**src/rtl/mlp_weight_reader.sv**
```systemverilog
// Read-side sequencer for the MLP weight memory: streams a contiguous block of
// weights to the MAC datapath over valid/ready, repeated for num_passes passes.
module mlp_weight_reader #(
  parameter int ADDR_WIDTH = 6,
  parameter int DATA_WIDTH = 16,
  parameter int PASS_WIDTH = 8
) (
  input  logic                  clk,
  input  logic                  rst,
  input  logic                  start,
  input  logic [ADDR_WIDTH-1:0] base_addr,
  input  logic [ADDR_WIDTH:0]   num_words,
  input  logic [PASS_WIDTH-1:0] num_passes,
  output logic                  busy,
  output logic                  done,
  output logic [ADDR_WIDTH-1:0] mem_addr,
  input  logic [DATA_WIDTH-1:0] mem_rd_data,
  output logic [DATA_WIDTH-1:0] w_data,
  output logic                  w_valid,
  input  logic                  w_ready,
  output logic                  w_last,
  output logic                  w_pass_last
);

  localparam int CW = ADDR_WIDTH + 1;

  typedef enum logic [1:0] {
    IDLE   = 2'd0,
    RUN    = 2'd1,
    DRAIN  = 2'd2,
    FINISH = 2'd3
  } state_t;

  state_t                state_q;
  logic [ADDR_WIDTH-1:0] base_q;
  logic [CW-1:0]         nwords_q;
  logic [PASS_WIDTH-1:0] npasses_q;
  logic [CW-1:0]         word_cnt_q;
  logic [PASS_WIDTH-1:0] pass_cnt_q;
  logic [ADDR_WIDTH-1:0] mem_addr_q;
  logic [DATA_WIDTH-1:0] w_data_q;
  logic                  w_valid_q;
  logic                  w_last_q;
  logic                  w_pass_last_q;
  logic                  busy_q;
  logic                  done_q;

  logic fetch;
  logic is_last_word;
  logic is_last_pass;

  // The output register is free when empty or being drained this edge.
  assign fetch        = (state_q == RUN) && (!w_valid_q || w_ready);
  assign is_last_word = (word_cnt_q == nwords_q - CW'(1));
  assign is_last_pass = (pass_cnt_q == npasses_q - PASS_WIDTH'(1));

  always_ff @(posedge clk) begin
    if (!rst) begin
      state_q       <= IDLE;
      base_q        <= '0;
      nwords_q      <= '0;
      npasses_q     <= '0;
      word_cnt_q    <= '0;
      pass_cnt_q    <= '0;
      mem_addr_q    <= '0;
      w_data_q      <= '0;
      w_valid_q     <= 1'b0;
      w_last_q      <= 1'b0;
      w_pass_last_q <= 1'b0;
      busy_q        <= 1'b0;
      done_q        <= 1'b0;
    end else begin
      done_q <= 1'b0;
      case (state_q)
        IDLE: begin
          if (start) begin
            base_q     <= base_addr;
            nwords_q   <= num_words;
            npasses_q  <= num_passes;
            mem_addr_q <= base_addr;
            word_cnt_q <= '0;
            pass_cnt_q <= '0;
            busy_q     <= 1'b1;
            if (num_words == '0 || num_passes == '0)
              state_q <= FINISH;
            else
              state_q <= RUN;
          end
        end
        RUN: begin
          if (fetch) begin
            w_data_q      <= mem_rd_data;
            w_valid_q     <= 1'b1;
            w_last_q      <= is_last_word;
            w_pass_last_q <= is_last_word && is_last_pass;
            if (is_last_word) begin
              // Reload the block start so the next pass follows without a bubble.
              word_cnt_q <= '0;
              pass_cnt_q <= pass_cnt_q + PASS_WIDTH'(1);
              mem_addr_q <= base_q;
              if (is_last_pass)
                state_q <= DRAIN;
            end else begin
              word_cnt_q <= word_cnt_q + CW'(1);
              mem_addr_q <= mem_addr_q + ADDR_WIDTH'(1);
            end
          end
        end
        DRAIN: begin
          if (w_ready) begin
            w_valid_q     <= 1'b0;
            w_last_q      <= 1'b0;
            w_pass_last_q <= 1'b0;
            busy_q        <= 1'b0;
            done_q        <= 1'b1;
            state_q       <= FINISH;
          end
        end
        FINISH: begin
          // Empty jobs arrive here still busy; they get their done pulse first.
          if (busy_q) begin
            busy_q <= 1'b0;
            done_q <= 1'b1;
          end else begin
            state_q <= IDLE;
          end
        end
        default: state_q <= IDLE;
      endcase
    end
  end

  assign busy        = busy_q;
  assign done        = done_q;
  assign mem_addr    = mem_addr_q;
  assign w_data      = w_data_q;
  assign w_valid     = w_valid_q;
  assign w_last      = w_last_q;
  assign w_pass_last = w_pass_last_q;

endmodule

```
**config.mk**
```make
export PLATFORM = sky130hd
export DESIGN_NAME = mlp_weight_reader
export DESIGN_NICKNAME = d
export VERILOG_FILES = /design/src/rtl/mlp_weight_reader.sv
export SDC_FILE = /design/constraint.sdc
export NUM_CORES = 1
export LEC_CHECK = 0
export ABC_AREA = 1
export BUFFER_PORTS_ARGS = -buffer_cell sky130_fd_sc_hd__buf_2
export CAP_MARGIN = 30
export CORE_MARGIN = 5
export CORE_UTILIZATION = 30
export DETAILED_ROUTE_END_ITERATION = 16
export GPL_TIMING_DRIVEN = 0
export PLACE_DENSITY = 0.53
export SLEW_MARGIN = 20
export SYNTH_ARGS = -nofsm -noshare
export SYNTH_HDL_FRONTEND = slang
export SYNTH_SLANG_ARGS = --single-unit
```
**constraint.sdc**
```tcl
create_clock -name clk -period 4.75 [get_ports clk]
set_input_delay 0.2375 -clock clk [delete_from_list [all_inputs] [get_ports clk]]
set_output_delay 0.2375 -clock clk [all_outputs]
set_load 0.05 [all_outputs]
```
==> results.txt <==
Counting the fill cells in the layout gives 1236. The endpoint identified for the worst register-to-register timing path is w_pass_last. Most frequent cell on the critical path: sky130_fd_sc_hd__nand2_1.

Worst slew margin relative to its limit: 0.623. The flow ran to the end, and the final reports show no timing, DRC or antenna violations. In this run the core area contains 39 standard-cell rows.

Mean number of vias per cell: 4.62. The run gives 0 as the count of hold buffers inserted by post-cts repair. In this design, the largest share of critical-path delay is due to simple AND/OR/NAND/NOR gates. sky130_fd_sc_hd__dfxtp_1 takes more of the synthesized area than any other cell. Number of max-capacitance violations reported: 0.

The critical path goes through inv_1 > ha_1 > nand2_1 > nor2_1 > nand3_1 > nand2_1 > nand3_4 > nor3_1 > nand4_1 > a21oi_1. The logs give 3391 for the count of vias placed by the detailed router and 636 for the final net count. The run gives 0.137 as the overall global routing resource usage. The tools report the maximum vdd ir drop as 0.300 mV.

In this run the critical register-to-register path is launched from nwords_q[0]. TritonCTS built the clock tree. The largest single stage delay on the critical path is 400 ps. The die covers 13800 µm². The run gives 6.82 ps as the setup skew after layout. After detailed routing, the average wire length per cell comes to 12.8 µm. The run gives 0.305 as the initial core utilization. The initial antenna violation count came out at 0. TritonCTS created 9 clock buffers. The sink count of the clock tree came out at 65.

Setup repair after global routing left no endpoint under its margin. In this run the count of I/O pins placed on the die edge is 68. The worst path in the final design needs a cycle of 2220 ps, including I/O delays and setup.

The analysis attributes to cell leakage a power of 1.93 nW. During placement, the flow inserted port buffers numbering 66. STA classifies the critical path startpoint as a register. Clock-pin slew was measured on the worst setup and hold paths at 60 ps. The area share of the largest cell type after synthesis came out at 0.375. The synthesized netlist contains 31 unique library cells.

The slew at the pin closest to its max-slew limit came out at 565 ps. The synthesized area per cell was 6.82 µm². The area growth from synthesis to final layout was 23.3%; the final weighted congestion in routability-driven placement was 0.812. Largest net degree at the start of global routing: 12. The number of antenna diodes in the final layout is 0.

Data on the critical path is required at its endpoint by 5010 ps. The areal power density over the cells was 645 nW/µm². Among all stages on the critical path, the largest delay is contributed by sky130_fd_sc_hd__nor3_1. The total count of max-transition violations in the final report is 0. The total overflow left after global routing is 0.

Buffers added to address setup during post-CTS repair amount to 0. Area of combinational cells with multiple inputs: 1890 µm². In this run the horizontal extent of the chip is 118 µm.

The final layout contains routed wiring with a total length of 9420 µm. The top cell types in the final layout, fill and taps aside, are sky130_fd_sc_hd__nand2_1, sky130_fd_sc_hd__nor2_1, sky130_fd_sc_hd__buf_2. The H-tree was split into 3 levels. The clock reaches the later pin of the worst-skew pair after 330 ps. The tools report the worst setup path endpoint as w_pass_last. After synthesis, the cell types taking the most area are sky130_fd_sc_hd__dfxtp_1, sky130_fd_sc_hd__nand2_1, sky130_fd_sc_hd__nor2_1, sky130_fd_sc_hd__o21ai_0, sky130_fd_sc_hd__nand3_1. The layout cell share with drive strength beyond 1 is 0.183. The number of buffers and inverters on the critical path is 1. For this block, the initial DRC count from the detailed router was 166.

The die extent in y came out at 118 µm. In this run, post-CTS repair resized a total of 0 instances. In this run the number of cells on the critical path is 10.

The cell sitting at the root of the clock tree is a sky130_fd_sc_hd__clkbuf_16. Counting every instance in the synthesized netlist gives 509. After floorplanning, the core was sized to cover 11400 µm². The tightest min-delay check is of the primary input to register type.

The worst register-to-register path has a depth of 10. Most frequent standard cell in the layout excluding fill and tap cells: sky130_fd_sc_hd__nand2_1. The number of global-route vias before repair came out at 3197.

For the final routed database, the setup TNS stands at 0 ps. In this run the register-to-register setup slack is 2530 ps. The largest buffer count on any clock path is 2, and the final routed DRC violation total is 0. After synthesis the netlist holds a flip-flop and latch count of 65.

The Yosys step of the flow raised 0 warnings. The layer flagged by global routing as most heavily used is met2. Number of instances in the placed design: 718. The post-route clock period utilization works out to 0.467. The maximum achievable frequency was 451 MHz. Along the worst path, the maximum fanout reaches 7. In the final layout, flip-flops and latches occupy 1300 µm². Capturing element type of the critical path: a register. Once detail routing completed, the nets flagged for antenna violations numbered 0. Tracing the worst setup path back leads to its startpoint at nwords_q[0].

The run gives 0.207 as the global routing usage on met2. The post-synthesis cell area was 3470 µm². The final-report hold violation count came out at 0.

For the arrival time reported for the critical path endpoint, the log shows 2480 ps. Setup violations remaining at the end of the flow were counted as 0. For this run, the detailed router's first-pass iteration total came to 4. Leaving out filler cells and counting taps, the final layout contains 734. The tools report the global routing usage on met3 as 0.0466. The HPWL after detailed placement is 7200 µm.

The global-route met1 utilization came out at 0.183. For the sequential element share of the synthesized area, the log shows 0.375. The setup path with the least slack is of type register to register. The number of nets handed over by synthesis was 559. The first global-routing pass estimated 15500 µm of wire.
## sequential cells by signal, summed over array words and instances (netlist names)
name / count
w_pass_last: 1
word_cnt_q: 7
busy: 1
base_q: 6
pass_cnt_q: 8
nwords_q: 7
npasses_q: 8
w_last: 1
done: 1
mem_addr: 6
state_q: 2
w_data: 16
w_valid: 1
## cells by family after synthesis
logic type,after synthesis,synth area share
fa+ha+maj,9,0.0324
simple gates,255,0.322
flops,65,0.375
compound gates,87,0.135
xor+xnor,22,0.0555
buf+inv,71,0.0804
## Yosys cell counts
cell / instances
sky130_fd_sc_hd__nor2_1: 90
sky130_fd_sc_hd__nand3_4: 2
sky130_fd_sc_hd__xor2_1: 13
sky130_fd_sc_hd__a21oi_1: 37
sky130_fd_sc_hd__buf_2: 3
sky130_fd_sc_hd__o21a_1: 3
sky130_fd_sc_hd__ha_1: 9
sky130_fd_sc_hd__nand3_1: 42
sky130_fd_sc_hd__or2_2: 1
sky130_fd_sc_hd__nor3b_1: 1
sky130_fd_sc_hd__o21ai_0: 44
sky130_fd_sc_hd__o211ai_2: 1
sky130_fd_sc_hd__a21oi_2: 1
sky130_fd_sc_hd__nand2_4: 1
sky130_fd_sc_hd__nand2_1: 93
sky130_fd_sc_hd__nor3b_2: 1
sky130_fd_sc_hd__nor3_1: 7
sky130_fd_sc_hd__dfxtp_1: 65
sky130_fd_sc_hd__inv_2: 4
sky130_fd_sc_hd__xnor2_1: 9
sky130_fd_sc_hd__inv_1: 50
sky130_fd_sc_hd__nor2_2: 4
sky130_fd_sc_hd__buf_4: 1
sky130_fd_sc_hd__nand4_1: 6
sky130_fd_sc_hd__nand2_2: 5
sky130_fd_sc_hd__clkinv_4: 1
sky130_fd_sc_hd__nand3b_1: 1
sky130_fd_sc_hd__o21bai_4: 1
sky130_fd_sc_hd__nor2_4: 1
sky130_fd_sc_hd__clkinv_1: 1
sky130_fd_sc_hd__clkbuf_1: 11
## per-stage QoR
stage	area [µm²]	utilization	setup slack (ps)	hold slack [ps]	total power, mW
5_1_grt	4280	0.376	2270	133	2.98
4_1_cts	4280	0.376	2480	116	2.79
2_1_floorplan	3470	-	3010	372	1.80
6_report	4280	0.376	2530	123	2.76
3_5_place_dp	3980	0.350	2510	461	2.12
3_3_place_gp	3980	0.350	2540	452	2.10
## worst min-delay path by stage
stage / slack, ps / end / start / depth (start not counted)
detailed placement: 460 / w_last / w_last / 2
floorplan: 370 / w_data[0] / mem_rd_data[0] / 2
finish: 120 / w_data[8] / mem_rd_data[8] / 3
CTS: 120 / w_data[8] / mem_rd_data[8] / 3
global route: 130 / w_data[11] / mem_rd_data[11] / 3
global placement: 450 / busy / busy / 2
## area by class of cell
cell class	instances	area share
Multi-Input combinational cell	373	0.442
Sequential cell	65	0.304
Timing Repair Buffer	66	0.0772
Clock buffer	11	0.0567
Inverter	56	0.0503
Tap cell	143	0.0418
Buffer	15	0.0149
Clock inverter	5	0.0129
## layer usage
metal / part of all wire / vias to the layer above / routed length (µm)
met5: 0 / - / 0
met2: 0.42 / 93 / 3970
met4: 0.014 / 0 / 133
met1: 0.49 / 1500 / 4610
met3: 0.076 / 9 / 711
li1: - / 1789 / -
## worst min-delay path: stages
cell and delay, ps:
sky130_fd_sc_hd__buf_2 70, sky130_fd_sc_hd__nor2_1 30, sky130_fd_sc_hd__nor2_1 80
## power by group
group          total [mW]  internal [mW]  switching (mW)
Clock               0.661          0.418           0.243
Combinational        1.32          0.384           0.937
Sequential          0.779          0.682          0.0966
No activity file was read; power rests on OpenSTA's default activity.
